File: config.mk
export PLATFORM = sky130hd
export DESIGN_NAME = cond_branch_unit
export DESIGN_NICKNAME = d
export VERILOG_FILES = /design/src/rtl/cond_branch_unit_pkg.sv /design/src/rtl/cond_branch_unit_cond_eval.sv /design/src/rtl/cond_branch_unit.sv
export SDC_FILE = /design/constraint.sdc
export NUM_CORES = 1
export LEC_CHECK = 0
export ABC_AREA = 0
export BUFFER_PORTS_ARGS = -buffer_cell sky130_fd_sc_hd__buf_4
export CAP_MARGIN = 5
export CORE_UTILIZATION = 40
export CTS_BUF_LIST = sky130_fd_sc_hd__clkbuf_8
export DETAILED_ROUTE_END_ITERATION = 12
export GPL_ROUTABILITY_DRIVEN = 0
export PLACE_DENSITY_LB_ADDON = 0.05
export SLEW_MARGIN = 20
export SYNTH_ARGS = -nofsm -noshare
export SYNTH_HDL_FRONTEND = slang
export SYNTH_SLANG_ARGS = --single-unit
File: constraint.sdc
create_clock -name clk -period 3.3 [get_ports clk]
set_clock_uncertainty 0.15 [all_clocks]
set_input_delay 0.495 -clock clk [delete_from_list [all_inputs] [get_ports clk]]
set_output_delay 0.495 -clock clk [all_outputs]
set_load 0.1 [all_outputs]
File: src/rtl/cond_branch_unit_pkg.sv
// Shared constants for the conditional branch unit: condition codes and FSM state encoding.
package cond_branch_unit_pkg;

    localparam logic [2:0] COND_EQ     = 3'b000;
    localparam logic [2:0] COND_NE     = 3'b001;
    localparam logic [2:0] COND_LT     = 3'b010;
    localparam logic [2:0] COND_GE     = 3'b011;
    localparam logic [2:0] COND_GT     = 3'b100;
    localparam logic [2:0] COND_LE     = 3'b101;
    localparam logic [2:0] COND_ALWAYS = 3'b110;
    localparam logic [2:0] COND_NEVER  = 3'b111;

    typedef enum logic [1:0] {
        ST_IDLE       = 2'd0,
        ST_WAIT_FLAGS = 2'd1,
        ST_HOLD       = 2'd2
    } state_t;

    // ALWAYS and NEVER resolve without looking at the flags.
    function automatic logic cond_needs_flags(input logic [2:0] cond);
        return !((cond == COND_ALWAYS) || (cond == COND_NEVER));
    endfunction

endpackage

File: src/rtl/cond_branch_unit_cond_eval.sv
// Combinational condition table: maps a condition code and {gt,lt,eq} to a taken bit.
module cond_eval
    import cond_branch_unit_pkg::*;
(
    input  logic [2:0] cond,
    input  logic       gt,
    input  logic       lt,
    input  logic       eq,
    output logic       taken
);

    // Flags are used literally; contradictory combinations are not screened.
    always_comb begin
        taken = 1'b0;
        case (cond)
            COND_EQ:     taken = eq;
            COND_NE:     taken = !eq;
            COND_LT:     taken = lt;
            COND_GE:     taken = !lt;
            COND_GT:     taken = gt;
            COND_LE:     taken = !gt;
            COND_ALWAYS: taken = 1'b1;
            COND_NEVER:  taken = 1'b0;
            default:     taken = 1'b0;
        endcase
    end

endmodule

File: src/rtl/cond_branch_unit.sv
// Conditional branch resolver: waits for comparator flags, then holds a redirect until consumed.
// Optional BRANCH_STATS_EN adds saturating taken/not-taken counters.
//
// Handshakes: a request transfers on a cycle where br_valid && br_ready; a result transfers
// on a cycle where redir_valid && redir_ready. Held outputs stay stable until that transfer.
module cond_branch_unit
    import cond_branch_unit_pkg::*;
#(
    parameter int PC_W = 16
) (
    input  logic            clk,
    input  logic            rst_n,
    input  logic            flag_we,
    input  logic            gt_in,
    input  logic            lt_in,
    input  logic            eq_in,
    input  logic            br_valid,
    output logic            br_ready,
    input  logic [2:0]      br_cond,
    input  logic [PC_W-1:0] br_pc,
    input  logic [PC_W-1:0] br_target,
    output logic            redir_valid,
    input  logic            redir_ready,
    output logic [PC_W-1:0] redir_pc,
    output logic            redir_taken,
    output logic            flags_valid,
    output state_t          dbg_state
`ifdef BRANCH_STATS_EN
    ,
    output logic [15:0]     taken_cnt,
    output logic [15:0]     ntaken_cnt
`endif
);

    state_t            r_state;
    logic [2:0]        r_flags;
    logic              r_flags_valid;
    logic [2:0]        r_cond;
    logic [PC_W-1:0]   r_pc;
    logic [PC_W-1:0]   r_target;
    logic [PC_W-1:0]   r_redir_pc;
    logic              r_redir_taken;

    logic [2:0]        w_flags;
    logic [2:0]        w_cond;
    logic [PC_W-1:0]   w_pc;
    logic [PC_W-1:0]   w_target;
    logic              w_taken;
    logic [PC_W-1:0]   w_next_pc;
    logic              w_accept;
    logic              w_flags_avail;
    logic              w_done;

    // Same-cycle flag_we bypasses the register so the freshest flags are evaluated.
    assign w_flags  = flag_we ? {gt_in, lt_in, eq_in} : r_flags;
    assign w_cond   = (r_state == ST_IDLE) ? br_cond   : r_cond;
    assign w_pc     = (r_state == ST_IDLE) ? br_pc     : r_pc;
    assign w_target = (r_state == ST_IDLE) ? br_target : r_target;

    cond_eval u_cond_eval (
        .cond  (w_cond),
        .gt    (w_flags[2]),
        .lt    (w_flags[1]),
        .eq    (w_flags[0]),
        .taken (w_taken)
    );

    assign w_next_pc     = w_taken ? w_target : (w_pc + {{(PC_W-1){1'b0}}, 1'b1});
    assign w_accept      = br_valid && (r_state == ST_IDLE);
    assign w_flags_avail = r_flags_valid || flag_we || !cond_needs_flags(br_cond);
    assign w_done        = (r_state == ST_HOLD) && redir_ready;

    always_ff @(posedge clk or negedge rst_n) begin
        if (!rst_n) begin
            r_flags       <= 3'b000;
            r_flags_valid <= 1'b0;
        end else if (flag_we) begin
            r_flags       <= {gt_in, lt_in, eq_in};
            r_flags_valid <= 1'b1;
        end
    end

    always_ff @(posedge clk or negedge rst_n) begin
        if (!rst_n) begin
            r_state       <= ST_IDLE;
            r_cond        <= 3'b000;
            r_pc          <= '0;
            r_target      <= '0;
            r_redir_pc    <= '0;
            r_redir_taken <= 1'b0;
        end else begin
            case (r_state)
                ST_IDLE: begin
                    if (w_accept) begin
                        r_cond   <= br_cond;
                        r_pc     <= br_pc;
                        r_target <= br_target;
                        if (w_flags_avail) begin
                            r_redir_pc    <= w_next_pc;
                            r_redir_taken <= w_taken;
                            r_state       <= ST_HOLD;
                        end else begin
                            r_state <= ST_WAIT_FLAGS;
                        end
                    end
                end
                ST_WAIT_FLAGS: begin
                    if (flag_we) begin
                        r_redir_pc    <= w_next_pc;
                        r_redir_taken <= w_taken;
                        r_state       <= ST_HOLD;
                    end
                end
                ST_HOLD: begin
                    if (redir_ready) begin
                        r_state <= ST_IDLE;
                    end
                end
                default: r_state <= ST_IDLE;
            endcase
        end
    end

`ifdef BRANCH_STATS_EN
    logic [15:0] r_taken_cnt;
    logic [15:0] r_ntaken_cnt;

    always_ff @(posedge clk or negedge rst_n) begin
        if (!rst_n) begin
            r_taken_cnt  <= 16'h0000;
            r_ntaken_cnt <= 16'h0000;
        end else if (w_done) begin
            if (r_redir_taken && (r_taken_cnt != 16'hFFFF)) begin
                r_taken_cnt <= r_taken_cnt + 16'h0001;
            end
            if (!r_redir_taken && (r_ntaken_cnt != 16'hFFFF)) begin
                r_ntaken_cnt <= r_ntaken_cnt + 16'h0001;
            end
        end
    end

    assign taken_cnt  = r_taken_cnt;
    assign ntaken_cnt = r_ntaken_cnt;
`endif

    // rst_n gates br_ready so no request can be taken while reset is held.
    assign br_ready    = rst_n && (r_state == ST_IDLE);
    assign redir_valid = (r_state == ST_HOLD);
    assign redir_pc    = r_redir_pc;
    assign redir_taken = r_redir_taken;
    assign flags_valid = r_flags_valid;
    assign dbg_state   = r_state;

endmodule

Yosys cells after proc, flatten, opt, wreduce, memory -nomap -nowiden
Index checks and enable logic that the tools add are counted.
- multiplexer cells: 19
- equality and inequality tests: 15
- reduce and logical (&&, ||, !) cells: 14
- $add $sub $neg: 1
- operator list (cell ; number):
    16-bit 2-to-1 mux ; 6
    16-bit case mux with 2 select lines ; 1
    3-bit equality test (second input constant) ; 6
    16-bit by 1-bit adder with 16-bit output (second input constant) ; 1
    2-bit 2-to-1 mux ; 4
    1-bit case mux with 8 select lines ; 1
    3-bit by 2-bit equality test with 1-bit output (second input constant) ; 2
    3-bit 2-to-1 mux ; 2
    2-bit inequality test (second input constant) ; 3
    2-bit case mux with 3 select lines ; 1
    4-bit AND reduction ; 1
    3-bit by 1-bit equality test with 1-bit output (second input constant) ; 1
    1-bit logical NOT ; 3
    3-bit logical NOT ; 1
    1-bit logical OR ; 3
    1-bit 2-to-1 mux ; 3
    3-bit AND reduction ; 1
    2-bit by 1-bit equality test with 1-bit output (second input constant) ; 1
    2-bit equality test (second input constant) ; 1
    1-bit logical AND ; 2
    2-bit logical NOT ; 1
    2-bit by 1-bit inequality test with 1-bit output (second input constant) ; 1
    1-bit case mux with 2 select lines ; 1
    2-bit AND reduction ; 1
    2-bit nonzero test ; 1
- flip-flop bits (word level): 58
- bits of input ports: 43
- word-level logic and storage cells: 57
- output and inout port bits: 22

Depth between registers and ports, before layout
- depth after elaboration: 8
- mapped depth: 13
- gate-level depth less buffers: 10

By module
From an unflattened synthesis, not the netlist that was laid out.
- cell total of the unflattened synthesis: 318
- area total of the unflattened synthesis: 3373.2 µm²
- by module, submodules not included (module ; area an instance (µm²) ; cells an instance ; instances):
    cond_branch_unit ; 3340.7 ; 314 ; 1
    cond_eval ; 32.5 ; 4 ; 1

Worst setup path after synthesis
No wires, ideal clock.
- path kind: register -> register
- from: reg r_state[0], in the netlist dbg_state[0]
- to: reg r_redir_pc[8], in the netlist redir_pc[8]
- data arrival time: 3.332 ns
- required time: 3.081 ns
- setup slack: -0.250 ns
- stages on the path, launching flop included: 13
- library setup time: 0.069 ns
- clock period less this slack: 3.550 ns
- cells stage by stage: dfrtp_1 > buf_2 > or2_2 > clkbuf_1 > clkbuf_1 > nand2_1 > nand2_1 > ha_1 > inv_1 > a221oi_2 > a31oi_1 > a2111oi_0 > a221o_1
- word-level cells in the longest chain between the ends: 8
- RTL lines (element ; RTL line ; text):
    start: declaration ; cond_branch_unit.sv:35 ; state_t r_state;
    start signal: assignment ; cond_branch_unit.sv:85 ; r_state <= ST_IDLE;
    start signal: assignment ; cond_branch_unit.sv:101 ; r_state <= ST_HOLD;
    start signal: assignment ; cond_branch_unit.sv:103 ; r_state <= ST_WAIT_FLAGS;
    branches (longest 8 deep; another with 16-bit by 1-bit adder with 16-bit output) ; - ;
    end signal: assignment ; cond_branch_unit.sv:99 ; r_redir_pc <= w_next_pc;
    end signal: assignment ; cond_branch_unit.sv:109 ; r_redir_pc <= w_next_pc;
    end: declaration ; cond_branch_unit.sv:41 ; logic [PC_W-1:0] r_redir_pc;
Several ways; the timed one is not identified. The select of a mux whose other input is x is not followed.
A chain may end at the register's enable or synchronous reset.

Final worst setup path
Ends and elaborated chain as after synthesis.

==> out/results.tsv <==
metric	value	unit
cts_tree	yes	
rsz0062_at_grt	no	
endpoint_kind	flip-flop	
grt_usage	0.205	
seq_area_frac_synth	0.445	
core-area	7810	um2
synth-seq-cells	58	
finalCritPeriodShare	0.884	
htree_levels	3	
fin_util	0.521	
clk_pin_slew	0.06	ns
wl_per_cell	16.1	um
nFillCells	743	
post_cts_buffers	0	
routed_via_density	5.42	
synth-async-reset-ratio	1.00	
totalPowerFinal	3.31	mW
numCtsBuffers	9	
maxSlewViolCount	0	
drt-total-wl	7880	um
cts.repair.resized	0	
drive_above_1_share	0.357	
timing.hold.ws	0.176	ns
die-area	8510	um2
syn_to_final_growth	24.7	%
power.static_leakage	1.80	nW
pin_count	65	
path_max_fanout	22	
worstHoldPathType	primary input to flip-flop	
syn_area_per_cell	10.2	um2
cts_hold_buf	0	
hold_viol_final	0	
worstSkewPairLatency	0.34	ns
clock-sinks	58	
power_density	814	nW/um2
antenna_found_initial	0	
synth_flop_cell	dfrtp_1	
ys_warn_count	0	
setup_tns	0	ns
n_antenna_cell	0	
nets	427	
crit_arrival	3.04	ns
ys_types	46	
setup_viol	0	
route.detailed.drc	0	
drt_iter0_markers	104	
slew-limit-headroom	0.499	
tightest_slew	0.751	ns
synth_edf_count	0	
numPortBuffers	64	
cp-start-kind	flip-flop	
start_util	0.417	
path_class	flip-flop to flip-flop	
first_pass_iters	4	
fmax	343	MHz
grt_pass1_vias	2714	
drv_cap	0	
fp.dieW	92.3	um
place_ws	0.389	ns
grt_max_degree	59	
ir_drop	275	uV
outcome	completed	
grt_pass1_wl	13500	um
grt-ovfl-total	0	
required	3.42	ns
drtAntennaViolNets	0	
clk_path_buf_depth	2	
rows	32	
syn_inst	319	
cts_root_buffer	clkbuf_8	
setup_slack	0.384	ns
synth_nets	363	
synth_area	3260	um2
vias	2649	
fp.dieH	92.3	um
min_period	2.92	ns
dp_hpwl	5590	um
-- logic make-up after synthesis --
| group | share of synthesized area |
|---|---|
| muxes | 0.174 |
| DFF | 0.445 |
| adders and majority gates | 0.00384 |
| AOI/OAI and AO/OA | 0.137 |
| buffers and inverters | 0.0380 |
| and+or+nand+nor | 0.164 |
| xor gates and xnor gates | 0.0376 |
-- report_power, final --
part	switching [mW]	total (mW)	internal [mW]	leakage (nW)
clock	0.269	0.572	0.302	0.0961
sequential	0.134	1.05	0.920	0.687
combinational	1.19	1.68	0.495	1.02
-- layout by cell type (no fill, tap or decap), types with 8 or more instances in the layout --
cell      netlist  final
a21oi_1        13     13
buf_4           2     73
clkbuf_8        0     11
dfrtp_1        58     56
mux2_2         37     37
mux2i_1        14     14
nand2_1        57     57
nor2_1         16     16
o31ai_1         9      9
xnor2_1         8      8
-- stage by stage --
stage          cell area [um2]  std cells
2_1_floorplan             3260        319
3_3_place_gp              3890        474
3_5_place_dp              3890        474
4_1_cts                   4060        489
5_1_grt                   4060        489
6_report                  4060        489
-- registers in the layout, indices dropped and copies added, names as in the netlist --
signal       flops
dbg_state        2
flags_valid      1
r_cond           3
r_flags          3
r_pc            16
r_target        16
redir_pc        16
redir_taken      1
-- critical path, stage by stage (launching register included) --
cell and delay (ns):
dfrtp_2 0.59, or2_2 0.41, nand2_1 0.09, nand2_1 0.08, ha_1 0.19, inv_1 0.06
a221oi_2 0.44, a31oi_1 0.15, a2111oi_0 0.49, a221o_1 0.19
-- cell usage after synthesis (2+ instances only) --
| master | instances | share of area |
|---|---|---|
| a21oi_1 | 13 | 0.020 |
| or2_2 | 3 | 0.0058 |
| a2111oi_0 | 3 | 0.0081 |
| a22oi_1 | 6 | 0.014 |
| or3b_1 | 2 | 0.0054 |
| o21ai_0 | 6 | 0.0092 |
| buf_2 | 6 | 0.0092 |
| a222oi_1 | 2 | 0.0061 |
| and3_1 | 6 | 0.012 |
| xor2_1 | 6 | 0.016 |
| buf_6 | 2 | 0.0069 |
| a221oi_2 | 2 | 0.0092 |
| clkbuf_1 | 11 | 0.013 |
| nor3_1 | 4 | 0.0061 |
| buf_4 | 2 | 0.0046 |
| mux2_2 | 37 | 0.13 |
| inv_1 | 3 | 0.0035 |
| and2_1 | 4 | 0.0077 |
| o31ai_1 | 9 | 0.021 |
| nand2_1 | 57 | 0.066 |
| nor2_1 | 16 | 0.018 |
| mux2i_1 | 14 | 0.043 |
| dfrtp_1 | 58 | 0.45 |
| nand3_1 | 4 | 0.0061 |
| a221o_1 | 5 | 0.015 |
| nand4bb_1 | 4 | 0.014 |
| xnor2_1 | 8 | 0.021 |
| o211ai_1 | 6 | 0.014 |
| a31oi_1 | 3 | 0.0058 |
-- per-layer routing --
| layer | share of wire | global-route usage | wire length, um | vias to the layer above |
|---|---|---|---|---|
| li1 | - | - | - | 1280 |
| met1 | 0.47 | 0.263 | 3730 | 1291 |
| met2 | 0.47 | 0.338 | 3670 | 69 |
| met3 | 0.045 | 0.0522 | 355 | 9 |
| met4 | 0.015 | 0.0638 | 122 | 0 |
| met5 | 0 | 0 | 0 | - |
-- final cells by class --
class                      count  area, um2  area share
clock inverter                 4       18.8     0.00462
tap                          102        128      0.0314
clock buffer                  11        151      0.0373
inverter                       3       11.3     0.00277
sequential                    58       1450       0.358
timing repair buffer          75        588       0.145
multi-input combinational    236       1710       0.421
-- path summary, 6_finish.rpt --
check / from / end / slack (ns) / depth (start not counted)
min in group asynchronous: rst_n / redir_pc[2]$_DFFE_PN0P_ / 0.20 / 2
max in group asynchronous: rst_n / dbg_state[1]$_DFFE_PN0P_ / 2.26 / 2
worst min register to register: redir_taken$_DFFE_PN0P_ / redir_taken$_DFFE_PN0P_ / 0.33 / 2
worst min-delay path: redir_ready / dbg_state[1]$_DFFE_PN0P_ / 0.18 / 2
worst max-delay path: dbg_state[0]$_DFFE_PN0P_ / redir_pc[8]$_DFFE_PN0P_ / 0.38 / 9
worst max register to register: dbg_state[0]$_DFFE_PN0P_ / redir_pc[8]$_DFFE_PN0P_ / 0.38 / 9
Power figures use the tool's default switching activity.
